File: src/rtl/uart_pkg.sv
// Shared definitions for the parametrised UART receiver: FSM encoding,
// majority-vote sample positions and the baud divisor calculation.
package uart_pkg;

    typedef enum logic [2:0] {
        ST_IDLE   = 3'd0,
        ST_START  = 3'd1,
        ST_DATA   = 3'd2,
        ST_PARITY = 3'd3,
        ST_STOP   = 3'd4,
        ST_DONE   = 3'd5
    } rx_state_t;

    function automatic int baud_div(input int clock_rate, input int baud_rate, input int oversample);
        return clock_rate / (baud_rate * oversample);
    endfunction

    // Three samples straddling mid-bit feed the majority vote.
    function automatic int vote_first(input int oversample);
        return oversample / 2 - 1;
    endfunction

    function automatic int vote_mid(input int oversample);
        return oversample / 2;
    endfunction

    function automatic int vote_last(input int oversample);
        return oversample / 2 + 1;
    endfunction

    function automatic logic maj3(input logic a, input logic b, input logic c);
        return (a & b) | (a & c) | (b & c);
    endfunction

endpackage

File: src/rtl/uart_baud_tick.sv
// Oversampling tick generator: one-clk pulse every DIVISOR clocks,
// realigned to zero when a start edge is detected.
module uart_baud_tick #(
    parameter int DIVISOR = 78
) (
    input  logic clk,
    input  logic reset,
    input  logic i_restart,
    output logic o_tick
);
    localparam int CW = (DIVISOR > 1) ? $clog2(DIVISOR) : 1;
    localparam logic [CW-1:0] LAST = CW'(DIVISOR - 1);

    logic [CW-1:0] r_count;

    always_ff @(posedge clk or posedge reset) begin
        if (reset) begin
            r_count <= '0;
        end else if (i_restart || r_count == LAST) begin
            r_count <= '0;
        end else begin
            r_count <= r_count + 1'b1;
        end
    end

    assign o_tick = (r_count == LAST);

endmodule

File: src/rtl/uart_rx_param.sv
// Parametrised 16x-oversampling UART receiver with frame/parity/break detection.
// Define UART_RX_PARITY_EN to add a parity slot after the data bits.
module uart_rx_param
    import uart_pkg::*;
#(
    parameter int CLOCK_RATE = 12000000,
    parameter int BAUD_RATE  = 9600,
    parameter int OVERSAMPLE = 16,
    parameter int DATA_BITS  = 8,
    parameter int STOP_BITS  = 1,
    parameter int PARITY_ODD = 0
) (
    input  logic                 clk,
    input  logic                 reset,
    input  logic                 rxEn,
    input  logic                 rx,
    output logic                 rxBusy,
    output logic                 rxDone,
    output logic                 rxErr,
    output logic                 rxParErr,
    output logic                 rxBreak,
    output logic [DATA_BITS-1:0] out
);
    localparam int DIV = baud_div(CLOCK_RATE, BAUD_RATE, OVERSAMPLE);
    localparam int SW  = $clog2(OVERSAMPLE);
    localparam logic [SW-1:0] S_LAST   = SW'(OVERSAMPLE - 1);
    localparam logic [SW-1:0] S_MID    = SW'(vote_mid(OVERSAMPLE));
    localparam logic [SW-1:0] S_V0     = SW'(vote_first(OVERSAMPLE));
    localparam logic [SW-1:0] S_V2     = SW'(vote_last(OVERSAMPLE));
    localparam logic [SW-1:0] S_WIN_LO = SW'(2);
    localparam logic [SW-1:0] S_WIN_HI = SW'(OVERSAMPLE - 3);
    localparam logic [SW-1:0] S_TAIL   = SW'(OVERSAMPLE - 2);
    localparam logic [3:0]    DATA_LAST = 4'(DATA_BITS - 1);
    localparam logic [3:0]    STOP_LAST = 4'(STOP_BITS - 1);

    generate
        if (OVERSAMPLE < 8 || (OVERSAMPLE % 2) != 0 || DATA_BITS < 5 || DATA_BITS > 9 ||
            (STOP_BITS != 1 && STOP_BITS != 2) || (PARITY_ODD != 0 && PARITY_ODD != 1) ||
            DIV < 1) begin : g_bad_params
            $error("uart_rx_param: invalid parameter set");
        end
    endgenerate

    logic                 r_rx_meta, r_rx_sync, r_rx_prev;
    logic                 w_fall, w_tick, w_restart, w_bit_end, w_vote, w_start_ok;
    rx_state_t            r_state, w_state_next;
    logic [SW-1:0]        r_sample;
    logic [3:0]           r_bit_cnt;
    logic [1:0]           r_votes;
    logic [DATA_BITS-1:0] r_shift, r_out;
    logic                 r_stop_low, r_brk_wait, r_fall_pend;
    logic                 r_busy, r_done, r_err, r_brk;
`ifdef UART_RX_PARITY_EN
    logic                 r_par_bit, r_par_err;
`endif

    always_ff @(posedge clk or posedge reset) begin
        if (reset) begin
            r_rx_meta <= 1'b1;
            r_rx_sync <= 1'b1;
            r_rx_prev <= 1'b1;
        end else begin
            r_rx_meta <= rx;
            r_rx_sync <= r_rx_meta;
            r_rx_prev <= r_rx_sync;
        end
    end

    assign w_fall     = r_rx_prev & ~r_rx_sync;
    assign w_bit_end  = w_tick && (r_sample == S_LAST);
    assign w_vote     = maj3(r_votes[0], r_votes[1], r_rx_sync);
    assign w_start_ok = rxEn && (r_state == ST_START) && w_tick && (r_sample == S_MID) && !r_rx_sync;

    uart_baud_tick #(.DIVISOR(DIV)) u_tick (
        .clk       (clk),
        .reset     (reset),
        .i_restart (w_restart),
        .o_tick    (w_tick)
    );

    always_ff @(posedge clk or posedge reset) begin
        if (reset) r_state <= ST_IDLE;
        else       r_state <= w_state_next;
    end

    always_comb begin
        w_state_next = r_state;
        w_restart    = 1'b0;
        if (!rxEn) begin
            w_state_next = ST_IDLE;
        end else begin
            case (r_state)
                ST_IDLE: begin
                    if (w_fall && !r_brk_wait) begin
                        w_state_next = ST_START;
                        w_restart    = 1'b1;
                    end
                end
                ST_START: begin
                    if (w_tick && r_sample == S_MID && r_rx_sync) w_state_next = ST_IDLE;
                    else if (w_bit_end)                           w_state_next = ST_DATA;
                end
                ST_DATA: begin
                    if (w_bit_end && r_bit_cnt == DATA_LAST) begin
`ifdef UART_RX_PARITY_EN
                        w_state_next = ST_PARITY;
`else
                        w_state_next = ST_STOP;
`endif
                    end
                end
                ST_PARITY: if (w_bit_end) w_state_next = ST_STOP;
                ST_STOP:   if (w_bit_end && r_bit_cnt == STOP_LAST) w_state_next = ST_DONE;
                ST_DONE: begin
                    // A start edge landing in the closing samples of the stop bit is remembered in r_fall_pend.
                    if (!r_brk_wait && (w_fall || (r_fall_pend && !r_rx_sync))) begin
                        w_state_next = ST_START;
                        w_restart    = 1'b1;
                    end else begin
                        w_state_next = ST_IDLE;
                    end
                end
                default: w_state_next = ST_IDLE;
            endcase
        end
    end

    always_ff @(posedge clk or posedge reset) begin
        if (reset) begin
            r_sample    <= '0;
            r_bit_cnt   <= '0;
            r_votes     <= '0;
            r_shift     <= '0;
            r_out       <= '0;
            r_stop_low  <= 1'b0;
            r_brk_wait  <= 1'b0;
            r_fall_pend <= 1'b0;
            r_busy      <= 1'b0;
            r_done      <= 1'b0;
            r_err       <= 1'b0;
            r_brk       <= 1'b0;
`ifdef UART_RX_PARITY_EN
            r_par_bit   <= 1'b0;
            r_par_err   <= 1'b0;
`endif
        end else begin
            r_done <= 1'b0;

            if (w_restart) begin
                r_sample <= '0;
            end else if (w_state_next == ST_IDLE && r_state != ST_IDLE) begin
                r_sample <= '0;
            end else if (r_state == ST_IDLE) begin
                // After a break, r_sample counts consecutive high ticks instead.
                if (!r_brk_wait || (w_tick && !r_rx_sync)) r_sample <= '0;
                else if (w_tick) r_sample <= (r_sample == S_LAST) ? '0 : r_sample + 1'b1;
            end else if (w_tick) begin
                r_sample <= (r_sample == S_LAST) ? '0 : r_sample + 1'b1;
            end

            if (r_state == ST_IDLE && r_brk_wait && w_tick && r_rx_sync && r_sample == S_LAST)
                r_brk_wait <= 1'b0;

            if (w_state_next != r_state) r_bit_cnt <= '0;
            else if (w_bit_end)          r_bit_cnt <= r_bit_cnt + 1'b1;

            if (w_tick && r_sample == S_V0)  r_votes[0] <= r_rx_sync;
            if (w_tick && r_sample == S_MID) r_votes[1] <= r_rx_sync;

            if (w_tick && r_sample == S_V2) begin
                if (r_state == ST_DATA) r_shift <= {w_vote, r_shift[DATA_BITS-1:1]};
                if (r_state == ST_STOP && r_bit_cnt == 4'd0) r_stop_low <= !w_vote;
`ifdef UART_RX_PARITY_EN
                if (r_state == ST_PARITY) begin
                    r_par_bit <= w_vote;
                    r_par_err <= w_vote ^ (^r_shift) ^ (PARITY_ODD != 0);
                end
`endif
            end

            r_fall_pend <= (r_state == ST_STOP) &&
                           (r_fall_pend || (w_fall && r_bit_cnt == STOP_LAST && r_sample >= S_TAIL));

            if (w_state_next == ST_IDLE || w_state_next == ST_DONE) r_busy <= 1'b0;
            else if (w_start_ok) r_busy <= 1'b1;

            if (w_start_ok) begin
                r_err <= 1'b0;
                r_brk <= 1'b0;
`ifdef UART_RX_PARITY_EN
                r_par_err <= 1'b0;
`endif
            end

            if (r_state == ST_STOP && w_tick && !r_rx_sync &&
                r_sample >= S_WIN_LO && r_sample <= S_WIN_HI)
                r_err <= 1'b1;

            if (r_state == ST_STOP && w_state_next == ST_DONE) begin
                r_out  <= r_shift;
                r_done <= 1'b1;
`ifdef UART_RX_PARITY_EN
                if (r_shift == '0 && r_stop_low && !r_par_bit) begin
`else
                if (r_shift == '0 && r_stop_low) begin
`endif
                    r_brk      <= 1'b1;
                    r_err      <= 1'b1;
                    r_brk_wait <= 1'b1;
                end
            end
        end
    end

    assign rxBusy  = r_busy;
    assign rxDone  = r_done;
    assign rxErr   = r_err;
    assign rxBreak = r_brk;
    assign out     = r_out;
`ifdef UART_RX_PARITY_EN
    assign rxParErr = r_par_err;
`else
    assign rxParErr = 1'b0;
`endif

endmodule
File: config.mk
export PLATFORM = sky130hd
export DESIGN_NAME = uart_rx_param
export DESIGN_NICKNAME = d
export VERILOG_FILES = /design/src/rtl/uart_pkg.sv /design/src/rtl/uart_baud_tick.sv /design/src/rtl/uart_rx_param.sv
export SDC_FILE = /design/constraint.sdc
export NUM_CORES = 1
export LEC_CHECK = 0
export CAP_MARGIN = 10
export CORE_MARGIN = 5
export CORE_UTILIZATION = 57
export CTS_CLUSTER_DIAMETER = 200
export DETAILED_ROUTE_END_ITERATION = 6
export DONT_BUFFER_PORTS = 1
export GPL_TIMING_DRIVEN = 0
export PLACE_DENSITY_LB_ADDON = 0.08
export SETUP_SLACK_MARGIN = 0.1
export SKIP_LAST_GASP = 1
export SYNTH_ARGS = -nofsm -noshare
export SYNTH_HDL_FRONTEND = slang
export SYNTH_SLANG_ARGS = --single-unit
File: constraint.sdc
create_clock -name clk -period 2.2 [get_ports clk]
set_input_delay 0.22 -clock clk [delete_from_list [all_inputs] [get_ports clk]]
set_output_delay 0.22 -clock clk [all_outputs]
set_load 0.1 [all_outputs]
## Word level (Yosys, flattened, before mapping)

Index checks and enable logic that the tools add are counted.

| word-level totals | value |
|---|---|
| output and inout port bits | 13 |
| input port bits | 4 |
| bits in registers | 46 |
| logic and storage cells | 126 |

| cells by class | value |
|---|---|
| magnitude comparators | 3 |
| multiplexer cells | 35 |
| reductions and logical operators | 47 |
| add/subtract/negate cells | 3 |
| equality and inequality tests | 13 |
| bitwise operators | 7 |

Operator list:

| cell | number |
|---|---|
| 4-bit 2-to-1 mux | 8 |
| 1-bit logical AND | 30 |
| 3-bit 2-to-1 mux | 7 |
| 3-bit one-hot mux with 6 select lines | 1 |
| 1-bit 2-to-1 mux | 17 |
| 4-bit == test, second input constant | 3 |
| 3-bit == test, second input constant | 3 |
| 4-bit by 1-bit adder with 4-bit output, second input constant | 2 |
| 4-bit by 3-bit == test with 1-bit output, second input constant | 2 |
| 8-bit logical NOT | 1 |
| 7-bit by 1-bit adder with 7-bit output, second input constant | 1 |
| 7-bit == test, second input constant | 1 |
| 7-bit 2-to-1 mux | 1 |
| 3-bit by 2-bit == test with 1-bit output, second input constant | 2 |
| 3-bit logical NOT | 2 |
| 1-bit logical OR | 5 |
| 1-bit bitwise AND | 4 |
| 4-bit by 2-bit >= comparator with 1-bit output, second input constant | 1 |
| 4-bit >= comparator, second input constant | 1 |
| 4-bit less-or-equal comparator, second input constant | 1 |
| 4-bit logical NOT | 1 |
| 2-bit AND reduction | 2 |
| 2-bit nonzero test | 2 |
| 3-bit by 1-bit == test with 1-bit output, second input constant | 1 |
| 6 further kinds | 9 |

## Logic depth before layout (Yosys ltp)

| logic depth | value |
|---|---|
| depth in word-level cells | 11 |
| gate-level depth with buffers | 9 |
| depth with buffers taken out | 8 |

## Cells and area by module

From an unflattened synthesis, not the netlist that was laid out.

| second synthesis, totals | value |
|---|---|
| cells, all modules | 208 |
| area, all modules | 2336.0 µm² |

Modules (own cells, without submodules):

| module | cells an instance | seq. area each (µm²) | instances | area an instance (µm²) |
|---|---|---|---|---|
| uart_rx_param | 175 | 979.7 | 1 | 1996.9 |
| uart_baud_tick | 33 | 175.2 | 1 | 339.1 |

## Least setup slack after synthesis

Ideal clock, no wire load.

| timing path | value |
|---|---|
| path kind | register -> register |
| start point | reg r_rx_sync |
| end point | reg r_out[0] (netlist: out[0]) |
| path buffers | 2 |
| period minus slack after synthesis | 2.106 ns |
| cell stages (with the launch flop) | 8 |
| setup slack | 0.094 ns |
| data arrival time | 1.981 ns |
| library setup time | 0.125 ns |
| data required time | 2.075 ns |
| cells stage by stage | dfstp_2 -> clkbuf_1 -> nand3b_1 -> a211oi_1 -> o22ai_2 -> o211ai_2 -> buf_6 -> mux2_4 |

| on the way | value |
|---|---|
| longest elaborated chain between the ends | 9 |
| elaborated cells between the ends (all ways) | 15 |
| those cells by class | eq/ne (1); mux (5); bitwise (2); reduce/logical (7) |

Ends and longest elaborated chain:

| element | RTL line | source |
|---|---|---|
| start: declaration | uart_rx_param.sv:44 | `logic r_rx_meta, r_rx_sync, r_rx_prev;` |
| start signal: assignment | uart_rx_param.sv:64 | `r_rx_sync <= r_rx_meta;` |
| 1-bit inverter / 1-bit logical NOT (equally long branches) | uart_rx_param.sv:69, uart_rx_param.sv:116 |  |
| 1-bit bitwise AND / 1-bit logical AND (equally long branches) | uart_rx_param.sv:69, uart_rx_param.sv:116 |  |
| 1-bit logical OR | uart_rx_param.sv:116 | `if (!r_brk_wait && (w_fall \|\| (r_fall_pend && !r_rx_sync))) begin` |
| 1-bit logical AND | uart_rx_param.sv:116 |  |
| 1-bit 2-to-1 mux | uart_rx_param.sv:116 |  |
| 3-bit one-hot mux with 6 select lines (*) | uart_rx_param.sv:92 | `case (r_state)` |
| 3-bit 2-to-1 mux (*) | uart_rx_param.sv:89 | `if (!rxEn) begin` |
| 3-bit == test (*) | uart_rx_param.sv:199 | `if (r_state == ST_STOP && w_state_next == ST_DONE) begin` |
| 1-bit logical AND (*) | uart_rx_param.sv:199 |  |
| end signal: assignment | uart_rx_param.sv:200 | `r_out <= r_shift;` |
| end: declaration | uart_rx_param.sv:50 | `logic [DATA_BITS-1:0] r_shift, r_out;` |

Mark *: on every way between the ends. The rest lies on a longest branch, timed or not.
A chain may end at the register's enable or synchronous reset.

## Final worst setup path

| timing path | value |
|---|---|
| start point | reg r_sample[0] |
| end point | reg r_out[7] (netlist: out[7]) |

| on the way | value |
|---|---|
| longest elaborated chain between the ends | 8 |
| elaborated cells between the ends (all ways) | 16 |
| those cells by class | eq/ne (3); mux (7); reduce/logical (6) |

Ends and longest elaborated chain:

| element | RTL line | source |
|---|---|---|
| start: declaration | uart_rx_param.sv:47 | `logic [SW-1:0] r_sample;` |
| start signal: assignment | uart_rx_param.sv:156 | `else if (w_tick) r_sample <= (r_sample == S_LAST) ? '0 : r_sample + 1'b1;` |
| start signal: assignment | uart_rx_param.sv:158 | `r_sample <= (r_sample == S_LAST) ? '0 : r_sample + 1'b1;` |
| 4-bit == test (on tied branches) | uart_rx_param.sv:70, uart_rx_param.sv:100 |  |
| 1-bit logical AND (on tied branches) | uart_rx_param.sv:70, uart_rx_param.sv:100 |  |
| 3-bit 2-to-1 mux (tied with other cells) | uart_rx_param.sv:101 | `else if (w_bit_end) w_state_next = ST_DATA;` |
| 3-bit 2-to-1 mux (on tied branches) | uart_rx_param.sv:100, uart_rx_param.sv:104, uart_rx_param.sv:113 |  |
| 3-bit one-hot mux with 6 select lines (*) | uart_rx_param.sv:92 |  |
| 3-bit 2-to-1 mux (*) | uart_rx_param.sv:89 |  |
| 3-bit == test (*) | uart_rx_param.sv:199 |  |
| 1-bit logical AND (*) | uart_rx_param.sv:199 |  |

Marked as above.

==> flow_summary.ini <==
[global_route]
global_route.usage.total = 0.214
antenna_found_initial = 0
grt_pass1_vias = 1917
grt_pass1_wl_um = 9170
globalRouteOverflowTotal = 0
grt_start_max_net_pins = 47

[route]
vias = 1889
final_antenna_net_count = 0
viasPerCell = 6.02
drt-total-wl_um = 5610
dr.first_iter.drc_count = 75
wl_per_cell_um = 17.9
drc = 0
detailedRoute.firstPassIterationCount = 4

[sta]
final_hold_vios = 0
fin_worst_skew_ps = 5.97
unrepaired_setup_endpoints_after_global_routing = true
timing.final.crit_share = 0.956
max_freq_ghz = 0.476
timing_max_transition_violations_final = 0
min_period_ps = 2100
worstMarginPinSlew_ps = 947
report.final.setup_viol = 0
timing.max_slew.rel_slack = 0.368

[critical_path]
cp.depth = 8
r2r_setup_slack_ps = 100
endpoint_kind = register
criticalPathCategory = register to register
start_kind = register
crit_path_max_delay_family = compound AO/OA/AOI/OAI gates
worstPathArrival_ps = 2290
crit_slowest_cell = sky130_fd_sc_hd__dfrtp_2
worst_r2r_startpoint = r_sample[0]$_DFF_PP0_
crit_fanout = 6
r2r.worst_path.cells = 8
max_stage_delay_ps = 460
worstPathCellList = inv_2, ha_2, nand3b_1, a211oi_2, o22ai_4, o211ai_2, buf_6, mux2_4
setup.worst_path.start = r_sample[0]$_DFF_PP0_
crit_path_end = out[7]$_DFFE_PP0N_
cp_data_required_time_ps = 2380
path_buf_inv = 2
worst_r2r_endpoint = out[7]$_DFFE_PP0N_

[floorplan]
dieArea_um2 = 5760
core_region_area_um2 = 4290
chipHeight_um = 75.9
ios = 17
initial_utilization = 0.576
die_w_um = 75.9
num_rows = 24

[logic_synthesis]
synthesis.instances = 233
syn-num-nets = 246
ys_top_cells_by_area = sky130_fd_sc_hd__dfrtp_1 43%, sky130_fd_sc_hd__mux2_2 5.9%, sky130_fd_sc_hd__ha_1 4.6%, sky130_fd_sc_hd__dfstp_2 3.2%, sky130_fd_sc_hd__mux2_4 3.0%
ys_types = 56
synth_cell_area_um2 = 2470
ys_warn_count = 0
cell_taking_the_most_area_after_synthesis = sky130_fd_sc_hd__dfrtp_1
async_reset_ff_frac = 1.00
ys_dominant_reg_cell = sky130_fd_sc_hd__dfrtp_1
synth_seq_area_share = 0.467
ys_ff_latch = 46
syn-mean-instance-area_um2 = 10.6
post-synth-top-area-fraction = 0.435
synth_enable_flop_cells = 0

[finish]
final_nets = 274
insertedDiodeCount = 0
drive_above_1_share = 0.332
finalNonFillerCells = 314
fin_util = 0.689
layout_common_cells = 41 x sky130_fd_sc_hd__dfrtp_1, 20 x sky130_fd_sc_hd__buf_4, 17 x sky130_fd_sc_hd__nand2_1
layout.cells.most_common = sky130_fd_sc_hd__dfrtp_1
area.growth.synth_to_final_pct = 19.6
filler_cells_inserted = 329

[power_and_ir_drop]
comb_power_share = 0.030
power.internal_mw = 1.20
p_per_area_nw_per_um2 = 515
total_leakage_power_nw = 1.34
clock_power_share = 0.411
p_seq_frac = 0.559
power.net_switching_mw = 0.322
irDropWorstVdd_mv = 0.460
swShare = 0.211

[placement]
port_buffers = 0
post-dp-hpwl_um = 3690
gpl.final_weighted_congestion = 0.860
place.detailed.instances = 285

[cts]
clkLatencyLatePin_ps = 300
cts.sink_count = 46
clock_root_buffer_master = sky130_fd_sc_hd__clkbuf_8
h_tree_levels = 2
path_clk_slew_ps = 90
cts_inserted_buffers = 5
clock_path_buffers = 2
tritoncts_clock_tree = yes

[run_status]
outcome = finished, final reports clean

[min_path]
timing.hold.worst.class = input pin to asynchronous set/reset pin

[run]
drv_cap = 0
## layout make-up
type                       count  area (µm²)  area share
inverter                      13        48.8      0.0165
multi-input combinational    162        1330       0.449
clock buffer                   6        72.6      0.0245
tap                           52        65.1      0.0220
timing repair buffer          21         164      0.0554
sequential                    46        1160       0.391
clock inverter                 2        37.5      0.0127
buffer                        12        85.1      0.0288
## power groups by stage
stage	sequential [mW]	clock, mW	combinational (mW)
5_1_grt	0.852	0.670	0.0509
6_report	0.851	0.626	0.0456
2_1_floorplan	0.867	0	0.0300
3_3_place_gp	0.868	0	0.0353
3_5_place_dp	0.868	0	0.0367
4_1_cts	0.851	0.636	0.0450
## stage by stage
step	setup WS, ps	hold slack, ps	instance area, µm²	setup TNS, ps	power [mW]
after floorplan	103	224	2480	0	0.897
after CTS	110	35.8	2870	0	1.53
after detailed placement	-185	225	2540	-1050	0.905
after global routing	10.3	88.0	2960	0	1.57
after global placement	-103	225	2540	-496	0.903
final	97.5	11.6	2960	0	1.52
## routing by layer
layer	global-route usage	vias to the layer above	part of all wire
met3	0.0515	15	0.046
met2	0.368	49	0.52
met5	0	-	0
li1	-	877	-
met1	0.259	948	0.41
met4	0.0796	0	0.021
## worst min-delay path by stage
stage / from / to / slack, ps / cells past startpoint
2_1_floorplan: rx / r_rx_meta$_DFF_PP1_ / 220 / 0
3_3_place_gp: rx / r_rx_meta$_DFF_PP1_ / 220 / 0
3_5_place_dp: rx / r_rx_meta$_DFF_PP1_ / 220 / 0
4_1_cts: reset / r_stop_low$_DFFE_PP0P_ / 40 / 1
5_1_grt: reset / r_shift[3]$_DFFE_PP0P_ / 90 / 1
6_report: reset / out[5]$_DFFE_PP0N_ / 10 / 1
## synthesized netlist by cell type (all sizes together), types with 5 or more instances
master and instances:
a21oi 9, buf 7, clkbuf 5, dfrtp 43
ha 9, inv 13, mux2 21, mux2i 6
nand2 17, nand3 11, nand3b 5, nor2 15
nor3 8, o21ai 9, xnor2 7
## worst reg2reg max path: cells and delay by family (launching register included)
kind / cells / cell delay, ps
AOI/OAI and AO/OA: 3 / 670
adders and majority gates: 1 / 180
buffers and inverters: 2 / 250
DFF: 1 / 460
muxes: 1 / 300
and+or+nand+nor: 1 / 130
## timing repair
item                                   in CTS  in global routing
buffers inserted                           16                  4
hold buffers                                1                  0
pin swaps                                   5                  7
setup endpoints to repair                  25                 22
resized for setup                          20                 15
endpoints found under the hold margin       1                  0
## sequential cells by signal, summed over array words and instances (netlist names), 2 cells and up
signal          flops
out                 8
r_bit_cnt           4
r_sample            4
r_shift             8
r_state             3
r_votes             2
u_tick.r_count      7
## logic make-up (layout without fill, tap and decap cells)
family	Yosys count	count (layout)	share of synthesized area
simple gates	83	83	0.187
other cells	1	1	0.00152
fa+ha+maj	10	10	0.0495
buf+inv	25	54	0.0455
flops	46	46	0.467
mux	27	27	0.129
xor+xnor	9	9	0.0319
compound gates	32	32	0.0895
No activity file was read; power rests on OpenSTA's default activity.
